File: config.mk
export PLATFORM = sky130hd
export DESIGN_NAME = key_conditioner
export DESIGN_NICKNAME = d
export VERILOG_FILES = /design/src/rtl/key_pkg.sv /design/src/rtl/key_debounce.sv /design/src/rtl/key_conditioner.sv
export SDC_FILE = /design/constraint.sdc
export NUM_CORES = 1
export LEC_CHECK = 0
export BUFFER_PORTS_ARGS = -buffer_cell sky130_fd_sc_hd__buf_2
export CORE_ASPECT_RATIO = 0.6
export CORE_MARGIN = 5
export CORE_UTILIZATION = 65
export DETAILED_ROUTE_END_ITERATION = 10
export PLACE_DENSITY = 0.87
export SYNTH_ARGS = -nofsm -noshare
export SYNTH_HDL_FRONTEND = slang
export SYNTH_SLANG_ARGS = --single-unit
File: constraint.sdc
create_clock -name Clock -period 6.14 [get_ports Clock]
set_input_delay 0.921 -clock Clock [delete_from_list [all_inputs] [get_ports Clock]]
set_output_delay 0.921 -clock Clock [all_outputs]
set_load 0.05 [all_outputs]
File: src/rtl/key_pkg.sv
// key_pkg
// Shared definitions for the push-button conditioning slice.
//   key_state_t      : per-key debounce FSM state encoding
//   DB_COUNT_DEFAULT : default stable-sample count (10 ms at 50 MHz)
//   DB_COUNT_MAX     : largest legal stable-sample count
//   CNT_W            : debounce counter width, wide enough for DB_COUNT_MAX-1
package key_pkg;

  typedef enum logic [1:0] {
    KEY_RELEASED     = 2'd0,
    KEY_PRESS_WAIT   = 2'd1,
    KEY_PRESSED      = 2'd2,
    KEY_RELEASE_WAIT = 2'd3
  } key_state_t;

  localparam int DB_COUNT_DEFAULT = 500000;
  localparam int DB_COUNT_MAX     = 1 << 20;
  localparam int CNT_W            = $clog2(DB_COUNT_MAX);

endpackage

File: src/rtl/key_debounce.sv
// key_debounce
// Conditions one raw active-low push button: two-flop synchronizer,
// inversion to active-high, then a four-state debounce FSM with a
// stable-sample counter.
// Ports:
//   Clock  in  : rising-edge system clock
//   Reset  in  : asynchronous active-high reset
//   key_n  in  : raw button level, active-low, asynchronous to Clock
//   level  out : registered debounced level, 1 while PRESSED/RELEASE_WAIT
//   rise   out : high during the cycle whose closing edge accepts a press
//                (PRESS_WAIT -> PRESSED); the parent registers it so the
//                strobe lands on the same edge the FSM enters PRESSED
module key_debounce
  import key_pkg::*;
#(
  parameter int DB_COUNT = DB_COUNT_DEFAULT
) (
  input  logic Clock,
  input  logic Reset,
  input  logic key_n,
  output logic level,
  output logic rise
);

  localparam logic [CNT_W-1:0] LAST = CNT_W'(DB_COUNT - 1);

  logic             sync1;
  logic             sync2;
  logic             sample;
  logic             done;
  key_state_t       state;
  logic [CNT_W-1:0] cnt;

  // Synchronizer resets to the released raw level (1) so a key held
  // through reset is seen as a fresh press once reset drops.
  always_ff @(posedge Clock or posedge Reset) begin
    if (Reset) begin
      sync1 <= 1'b1;
      sync2 <= 1'b1;
    end else begin
      sync1 <= key_n;
      sync2 <= sync1;
    end
  end

  assign sample = ~sync2;
  assign done   = (cnt == LAST);
  assign rise   = (state == KEY_PRESS_WAIT) && sample && done;

  // Debounce FSM: a level change is accepted only after DB_COUNT
  // consecutive agreeing samples; any disagreeing sample falls back to
  // the previous stable state and restarts the count.
  always_ff @(posedge Clock or posedge Reset) begin
    if (Reset) begin
      state <= KEY_RELEASED;
      cnt   <= '0;
      level <= 1'b0;
    end else begin
      case (state)
        KEY_RELEASED: begin
          if (sample) begin
            state <= KEY_PRESS_WAIT;
            cnt   <= '0;
          end
        end
        KEY_PRESS_WAIT: begin
          if (!sample) begin
            state <= KEY_RELEASED;
            cnt   <= '0;
          end else if (done) begin
            state <= KEY_PRESSED;
            level <= 1'b1;
          end else begin
            cnt <= cnt + 1'b1;
          end
        end
        KEY_PRESSED: begin
          if (!sample) begin
            state <= KEY_RELEASE_WAIT;
            cnt   <= '0;
          end
        end
        KEY_RELEASE_WAIT: begin
          if (sample) begin
            state <= KEY_PRESSED;
            cnt   <= '0;
          end else if (done) begin
            state <= KEY_RELEASED;
            level <= 1'b0;
          end else begin
            cnt <= cnt + 1'b1;
          end
        end
        default: begin
          state <= KEY_RELEASED;
          cnt   <= '0;
          level <= 1'b0;
        end
      endcase
    end
  end

endmodule

File: src/rtl/key_conditioner.sv
// key_conditioner
// Debounces four push buttons and turns accepted KEY0 presses into an
// execute strobe carrying the function code held on KEY3..KEY1.
// Ports:
//   Clock       in  : rising-edge system clock
//   Reset       in  : asynchronous active-high reset
//   KEY_n       in  : raw buttons, active-low
//   pressed     out : debounced levels, active-high
//   op_sel      out : pressed[3:1] captured at each accepted KEY0 press
//   op_strobe   out : one-cycle execute pulse per accepted KEY0 press
//   press_count out : op_strobe pulses since reset, modulo 256
module key_conditioner
  import key_pkg::*;
#(
  parameter int DB_COUNT = DB_COUNT_DEFAULT
) (
  input  logic       Clock,
  input  logic       Reset,
  input  logic [3:0] KEY_n,
  output logic [3:0] pressed,
  output logic [2:0] op_sel,
  output logic       op_strobe,
  output logic [7:0] press_count
);

  logic       exec_rise;
  logic [2:0] fn_rise_unused;

  key_debounce #(.DB_COUNT(DB_COUNT)) u_key0 (
    .Clock (Clock),
    .Reset (Reset),
    .key_n (KEY_n[0]),
    .level (pressed[0]),
    .rise  (exec_rise)
  );

  // Function keys only contribute their levels; their press edges are
  // not used.
  for (genvar i = 1; i < 4; i++) begin : g_fn_key
    key_debounce #(.DB_COUNT(DB_COUNT)) u_key (
      .Clock (Clock),
      .Reset (Reset),
      .key_n (KEY_n[i]),
      .level (pressed[i]),
      .rise  (fn_rise_unused[i-1])
    );
  end

  // Strobe, opcode capture and count all fire on the edge where key 0
  // enters PRESSED; op_sel takes the function-key levels from before
  // that edge and holds until the next accepted press.
  always_ff @(posedge Clock or posedge Reset) begin
    if (Reset) begin
      op_sel      <= '0;
      op_strobe   <= 1'b0;
      press_count <= '0;
    end else begin
      op_strobe <= exec_rise;
      if (exec_rise) begin
        op_sel      <= pressed[3:1];
        press_count <= press_count + 8'd1;
      end
    end
  end

endmodule

==> results of run 1 <==
-- per-layer routing --
metal,up-vias,global-route usage,share of wire,wire [µm]
li1,2284,-,-,-
met1,2407,0.376,0.46,6100
met2,273,0.378,0.44,5890
met3,40,0.0620,0.081,1080
met4,0,0.0644,0.022,292
met5,-,0,0,0
-- how the worst max path moves through the flow --
stage | to | slack (ps) | cells after the start
CTS | g_fn_key[3].u_key.cnt[18] | 3980 | 5
global route | g_fn_key[3].u_key.cnt[18] | 3730 | 5
floorplan | asynchronous set/reset pin | 2270 | 1
finish | g_fn_key[2].u_key.cnt[0] | 3930 | 6
detailed placement | u_key0.cnt[17] | 3780 | 3
global placement | g_fn_key[2].u_key.cnt[10] | 3830 | 3
-- critical path, stage by stage (launching register included) --
cell     delay, ps
dfrtp_1        450
ha_1           240
and3_1         310
nand4_1        320
nor3_1         510
o21ai_0        190
o31ai_1        110
-- kinds of logic after synthesis --
family,after synthesis,share of synthesized area
AO/OA/AOI/OAI,98,0.103
XOR/XNOR,58,0.0872
adder cells (fa/ha/maj),5,0.0106
buffers and inverters,40,0.0292
flip-flops,112,0.476
multiplexers,11,0.0191
AND/OR/NAND/NOR,298,0.275
-- registers in the layout, indices dropped and copies added (netlist names), 3 cells and up, named ones only --
| signal | flops |
|---|---|
| g_fn_key.u_key.level | 3 |
| press_count | 8 |
| g_fn_key.u_key.sync2 | 3 |
| g_fn_key.u_key.cnt | 60 |
| op_sel | 3 |
| g_fn_key.u_key.sync1 | 3 |
| g_fn_key.u_key.state | 3 |
| u_key0.cnt | 20 |
-- cell type report --
cell class,instances,area (µm²),share of cell area
inverter,18,70.1,0.0110
clock inverter,7,113,0.0176
tap,112,140,0.0219
timing repair buffer,22,113,0.0176
sequential,112,2810,0.440
multi-input combinational,470,2930,0.457
clock buffer,9,225,0.0352
-- placed cells by master (no fill, tap or decap), types with 3 or more instances in the layout --
cell type / instances
or3_1: 10
ha_1: 5
or4_1: 6
xor2_1: 33
a21oi_1: 23
buf_2: 21
nand2_1: 68
dfrtp_1: 104
nor2_1: 62
a31oi_1: 4
o21ai_0: 30
nor3_1: 19
o2111ai_1: 5
nand3b_1: 3
nand3_1: 28
dfstp_2: 8
xnor2_1: 24
and2_1: 7
inv_1: 17
and3_1: 15
o211ai_1: 9
and4_1: 10
o31ai_1: 3
clkbuf_16: 9
o22ai_1: 11
nand4_1: 35
nor4_1: 12
nor4b_1: 5
mux2i_1: 9
-- power by group through the flow --
stage	Combinational [mW]	Clock, mW	Sequential, mW
floorplan	0.0482	0	0.769
global placement	0.0560	0	0.775
detailed placement	0.0600	0	0.776
CTS	0.0605	0.668	0.762
global route	0.0692	0.699	0.764
finish	0.0599	0.659	0.762
-- metrics by stage --
stage / hold slack [ps] / area [µm²] / instances / util
final: 352 / 6400 / 750 / 0.737
after global routing: 351 / 6400 / 750 / 0.737
after CTS: 353 / 6400 / 750 / 0.737
after detailed placement: 348 / 6060 / 734 / 0.698
after global placement: 346 / 6060 / 734 / 0.698
after floorplan: 345 / 5910 / 622 / -
==> results.txt, run 1 <==
- Relative to the synthesized area, the layout overhead comes to 8.26%.
* Total core area: just under 9000 µm²
- Die Width: 133 µm
* Ranking of synthesized cells by area: dfrtp_1 (44%), xor2_1 (4.9%), nand2_1 (4.3%)
- Clock buffer count from CTS: 9
* Hold crit path type: flip-flop to flip-flop
- Worst min-delay path startpoint: g_fn_key[2].u_key.sync1
* Layout Skew: approximately 8.5 ps
- Initial Utilization: 0.680
* Maximum fanout along the worst path: 7
- In this run the tool buffered the top-level ports with 21 buffer cells.
- Fraction of final layout cells sized beyond drive strength 1: 0.0972
* Remaining antenna violation count: 0
- Counting flops and latches in the post-synthesis netlist gives about 110.
- The worst pin sits at a relative slew slack of 0.249.
- In the post-synthesis netlist, the cell with the most instances is dfrtp_1.
- The commonest cells after synthesis are dfrtp_1 (104), nand2_1 (68), nor2_1 (62).
* H-Tree Level Count: 3
- For this run, the top clock speed supported by timing is 0.452 GHz.
- Setup TNS after final layout: 0 ps
- Setup slack on the worst reg-to-reg path comes out at 3930 ps.
- Arrival @ worst endpoint: 2480 ps
- Reg-to-reg startpoint: g_fn_key[2].u_key.cnt[0]
* Maximum number of pins on one net before global-route repair: 86
* Die height: around 84 µm
- Terminus of the critical flop-to-flop path: g_fn_key[2].u_key.cnt[0]
* Sequential cell area fraction in the yosys report: 0.476
* Via count of the first global-routing pass: approximately 4,700
* Peak VDD IR: roughly 0.16 mV
- Router iterations before antenna repair: 5
- P_int: approximately 1.1 mW
* Clock latency at the later pin of the worst-skew pair: 360 ps
- In this run the core area contains 26 standard-cell rows.
* Worst setup EP type: flip-flop
* Clock root buffer master: clkbuf_16
- The number of nets handed over by synthesis was 633.
* Final estimated routing congestion in global placement: 0.900
- The synthesized design contains 0 enable-type register cells.
- Using the TritonRoute via totals, the vias-per-cell ratio works out to about 6.7.
- The die covers approximately 11,000 µm².
* First-pass GRT wire length: roughly 23,000 µm
* Sequential power share: 0.515
* Most used flip-flop cell after synthesis: dfrtp_1
- Summed over all nets, the switching power comes to between 300 and 400 µW.
- Setup violations remaining at the end of the flow were counted as 0.
- Area share of the largest cell type after synthesis: 0.440
- At the placement stage, the worst setup path has a slack of approximately 3800 ps.
- Yosys warnings: 0
- Summed over all cells, the static leakage comes to ~2.7 nW.
* Max cap viols: 0
- Synthesis produced 622 cells.
* Half-perimeter wire length of the detailed placement result: slightly below 9000 µm
* Post-layout worst setup margin: roughly 3900 ps
* Clock slew at reported path FFs: ~80 ps
- Crit path required time: 6400 ps
* Setup Buffers After CTS: 0
- The synthesized design spends more area on one cell type than any other, namely dfrtp_1.
- The final hold violation count was 0.
- Overall routing resource usage: 0.254
- Cell count of the worst hold path: 0
* Power, Total: roughly 1.5 mW
- Result of the run: complete, no violations
* Count of final max-slew check failures: 0
* Category of the critical setup timing path: flip-flop to flip-flop
* Average detailed-routed wire length per instance: ~18 µm
- CTS tree: built
* Sink count of the clock tree: about 110
- In the routed design, unresolved DRC markers number 0.
- Setup repair after global routing left no endpoint under its margin.
* Final-layout fill cell count: 617
* Combinational Power Share: 0.040
- After synthesis, the netlist uses 59 different library cells.
* CP Launch Point: g_fn_key[2].u_key.cnt[0]
- The detailed router placed between 5,000 and 6,000 vias in this run.
- Ports placed on the boundary: 22
* Startpoint class of the critical path: flip-flop
* Number of gates given a new drive strength after cts: 0
- Synthesized cell area: about 5900 µm²
- Number of antenna violations at the first check in global routing: 0
- Proportion of power drawn by the clock network: 0.445
* Count of routing violations after the opening detailed-route iteration: 682
* Cts hold-fix bufs: 0
- Of the available clock period, the critical path in the final layout requires 0.360.
- For hold timing, the worst endpoint is g_fn_key[2].u_key.sync2.
- Maximum buffer depth of the clock tree: 2
- Global routing finished with a remaining overflow of 0.
* Average cell area after synthesis: 9.50 µm²
- Of the total power, the share spent switching nets is 0.238.
- Final period demand of the worst path: ~2200 ps
* Final-stage net count: ~640
* Worst reg-to-reg path cell count: 6
- For the pin with the worst max-slew slack, the measured transition is between 1000 and 1500 ps.
- Number of diodes added for antenna fixing: 0
* Share of async-settable or async-resettable flops after synthesis: 1.00
* Total wirelength of the detailed-routed design: roughly 13,000 µm
* Power density normalized to cell area: 232 nW/µm²
No activity file was read; power rests on OpenSTA's default activity.
==> inputs of run 2 (changes only) <==
--- a/config.mk
+++ b/config.mk
@@ -8,9 +8,9 @@
 export BUFFER_PORTS_ARGS = -buffer_cell sky130_fd_sc_hd__buf_2
 export CORE_ASPECT_RATIO = 0.6
 export CORE_MARGIN = 5
-export CORE_UTILIZATION = 65
+export CORE_UTILIZATION = 62
 export DETAILED_ROUTE_END_ITERATION = 10
-export PLACE_DENSITY = 0.87
+export PLACE_DENSITY = 0.84
 export SYNTH_ARGS = -nofsm -noshare
 export SYNTH_HDL_FRONTEND = slang
 export SYNTH_SLANG_ARGS = --single-unit
==> constraint.sdc (replaced) <==
create_clock -name Clock -period 2.3 [get_ports Clock]
set_input_delay 0.345 -clock Clock [delete_from_list [all_inputs] [get_ports Clock]]
set_output_delay 0.345 -clock Clock [all_outputs]
set_load 0.05 [all_outputs]
==> run 2 against run 1 <==
Combinational power grew to 3.0 times the previous value. Fmax is 5.8% higher. Total power grew to 2.5 times the previous value. First-iteration DRC count is 15% lower. Hold slack worse by 300 ps. Register-to-register slack worse by 3700 ps. Design area is 1.5% higher. Die area is 4.4% higher. Worst setup slack worse by 3700 ps. Sequential power grew to 2.7 times the previous value. Critical path depth is 1 lower. Critical path type unchanged. Highest routed layer unchanged.
==> results.txt, run 2 (synthesis gave the netlist of run 1 again) <==
- The worst path required time came to 2570 ps (-3830 ps).
- H-Tree Level Count: 3 (unchanged)
- The worst setup path is captured at a flip-flop.
- The clock insertion delay at the later pin of the skew report is 350 ps (about the same).
- The die width is 136 µm (+2.2%).
- The total CTS buffers was 9 (unchanged).
- Max FFs per register: 60 (unchanged)
- STA classifies the critical path startpoint as a flip-flop.
- The HPWL after detailed placement is 9730 µm (+8.7%).
* Remaining antenna violation count: 0 (unchanged)
* First-pass GRT wire length: 23,200 µm (-1.0%)
* Reg with most FFs: g_fn_key.u_key.cnt
- The number of iterations in the first detailed-routing pass was 5 (unchanged).
- Total core area: 9220 µm² (+6.2%)
- The number of buffers between clock root and the deepest sink came to 2 (unchanged).
- The total overflow reported by the global router is 0 (unchanged).
- The run finished with clean final reports.
- Leaving out fill and tap cells, the most frequent cell in the layout is dfrtp_1.
- Hold crit path type: input pin to asynchronous set/reset pin
- Cts hold-fix bufs: 0 (unchanged)
- The aggregate negative setup slack is 0 ps (unchanged).
- Commonest non-fill, non-tap cells in the layout: dfrtp_1 (104), nand2_1 (68), nor2_1 (62), nand4_1 (35), xor2_1 (33)
- Series of cell instances along the critical path: ha_1 > nand3_1 > or3_1 > nor3_4 > xor2_1
- The reported max-cap violation count came to 0 (unchanged).
- Arrival @ worst endpoint: 2360 ps (-120 ps)
* Gr busiest metal: met2
- Fin util: 0.705 (-0.0322)
* Met3 track demand over resource: 0.0580 (-0.00402)
- The headroom to the max-slew limit is 0.385 (+0.136).
* Number of diodes added for antenna fixing: 0 (unchanged)
- Standard cell with the maximum stage delay on the critical path: or3_1
- The number of buffers added on ports is 21 (unchanged).
- Ports placed on the boundary: 22 (unchanged)
- Worst Hold Slack: 51.0 ps (-301 ps)
- CTS tree: built
- The highest ir drop seen on vdd was 0.436 mV (+180%).
- Vias/cell: 6.40 (-4.1%)
* Final-stage net count: 657 (+2.0%)
- The violation count after the first detailed-route iteration came to 579 (-15%).
- Met1 track demand over resource: 0.350 (-0.0264)
* Fraction of final layout cells sized beyond drive strength 1: 0.115 (+0.0180)
- The combined buffer and inverter count along the critical path was 0 (unchanged).
- Count of final max-slew check failures: 0 (unchanged)
* RSZ-0062 raised after global routing: false
- Maximum single-stage delay on the critical path: 620 ps (+110 ps)
- The critical path is of the flip-flop to flip-flop type.
- The ratio of total power to cell area was 571 nW/µm² (+150%).
* Total die area: 11,700 µm² (+4.4%)
- Maximum fanout along the worst path: 10 (+3)
- The slew of the pin with the lowest slew margin is 916 ps (-207 ps).
- Number of antenna violations at the first check in global routing: 0 (unchanged)
* Clock root buffer master: clkbuf_16
- The global routing usage on met2 came to 0.382 (+0.00415).
- The largest registers in the layout are g_fn_key.u_key.cnt (60), u_key0.cnt (20), press_count (8).
- The setup clock skew after layout is 5.21 ps (-3.28 ps).
- CP delay by family, top: simple AND/OR/NAND/NOR gates
* Final Cycle Share: 0.909 (+0.549)
- Final estimated routing congestion in global placement: 0.938 (+4.2%)
- The DRC violation count after routing was 0 (unchanged).
- Average detailed-routed wire length per instance: 17.3 µm (-2.7%)
* Final setup vio count: 0 (unchanged)
- Maximum number of pins on one net before global-route repair: 34 (-60%)
* Die height: 85.6 µm (+2.1%)
- The maximum clock rate was 0.478 GHz (+5.8%).
* Clock slew at reported path FFs: 70 ps (about the same)
- The instance area after placement is 6200 µm² (+2.3%).
* Total wirelength of the detailed-routed design: 13,500 µm (+1.3%)
- Final period demand of the worst path: 2090 ps (-121 ps)
- Initial Utilization: 0.641 (-0.0396)
* Overall routing resource usage: 0.245 (-0.00942)
- The cell row count is 27 (+3.8%).
- Static leakage: 2.76 nW (+1.5%)
- The total power consumption of the routed design came to 3.71 mW (+150%).
* Sink count of the clock tree: 112 (unchanged)
- The final hold violation count was 0 (unchanged).
* Non-Filler Cell Area, Final: 6500 µm² (+1.5%)
* Via count of the first global-routing pass: 4,771 (+1.6%)
* Detailed-route via count: 4,995 (-0.18%)
- From synthesis to final layout, the design area changed by 9.93%.
[run 2: cell count changes in the layout (fill, tap and decap cells not counted), sizes merged]
cell,before,now
buf,22,35
inv,21,17
clkbuf,9,12
bufinv,2,0
clkinv,1,2
clkinvlp,1,3
[run 2: repair_timing]
item                                    CTS  global route
endpoints found under the setup margin    0             3
gates resized for setup                   0             1
setup buffers                             0             1
[run 2: worst paths after layout]
path / start / to / slack [ps] / cells past startpoint
max: u_key0.cnt[0] / press_count[7] / 210 / 5
min: Reset / g_fn_key[1].u_key.cnt[7] / 50 / 2
max reg2reg: u_key0.cnt[0] / press_count[7] / 210 / 5
min reg2reg: g_fn_key[1].u_key.sync1 / g_fn_key[1].u_key.sync2 / 360 / 0
max in group asynchronous: Reset / g_fn_key[3].u_key.sync1 / 1550 / 3
min in group Clock: KEY_n[3] / g_fn_key[3].u_key.sync1 / 90 / 1
[run 2: through the flow]
step | worst slack [ps] | std cells
2_1_floorplan | 491 | 622
5_1_grt | 72.6 | 781
3_5_place_dp | 176 | 764
6_report | 210 | 781
3_3_place_gp | 368 | 764
4_1_cts | 139 | 780
[run 2: routing by layer]
layer / wire length (µm) / vias to the layer above / share of wire
met3: 957 / 19 / 0.071
met4: 151 / 0 / 0.011
met1: 6140 / 2441 / 0.45
li1: - / 2316 / -
met2: 6290 / 219 / 0.46
met5: 0 / - / 0
[run 2: layout make-up]
type                    count  area, µm²
fillers                   696       2730
inverters                  18       71.3
multi-input cells         470       2930
repair buffers             35        235
flip-flops and latches    112       2810
clock buffers              12        256
clock inverters             4       28.8
well taps                 130        163
[run 2: worst register-to-register path, delay by kind of cell, from the launching register on]
family        cells  cell delay (ps)
flops             1              440
xor+xnor          1              160
simple gates      3             1180
fa+ha+maj         1              250
[run 2: report_power, final]
part	internal, mW	switching [mW]
clock	0.795	0.697
sequential	2.00	0.0398
combinational	0.0555	0.126
total	2.85	0.863
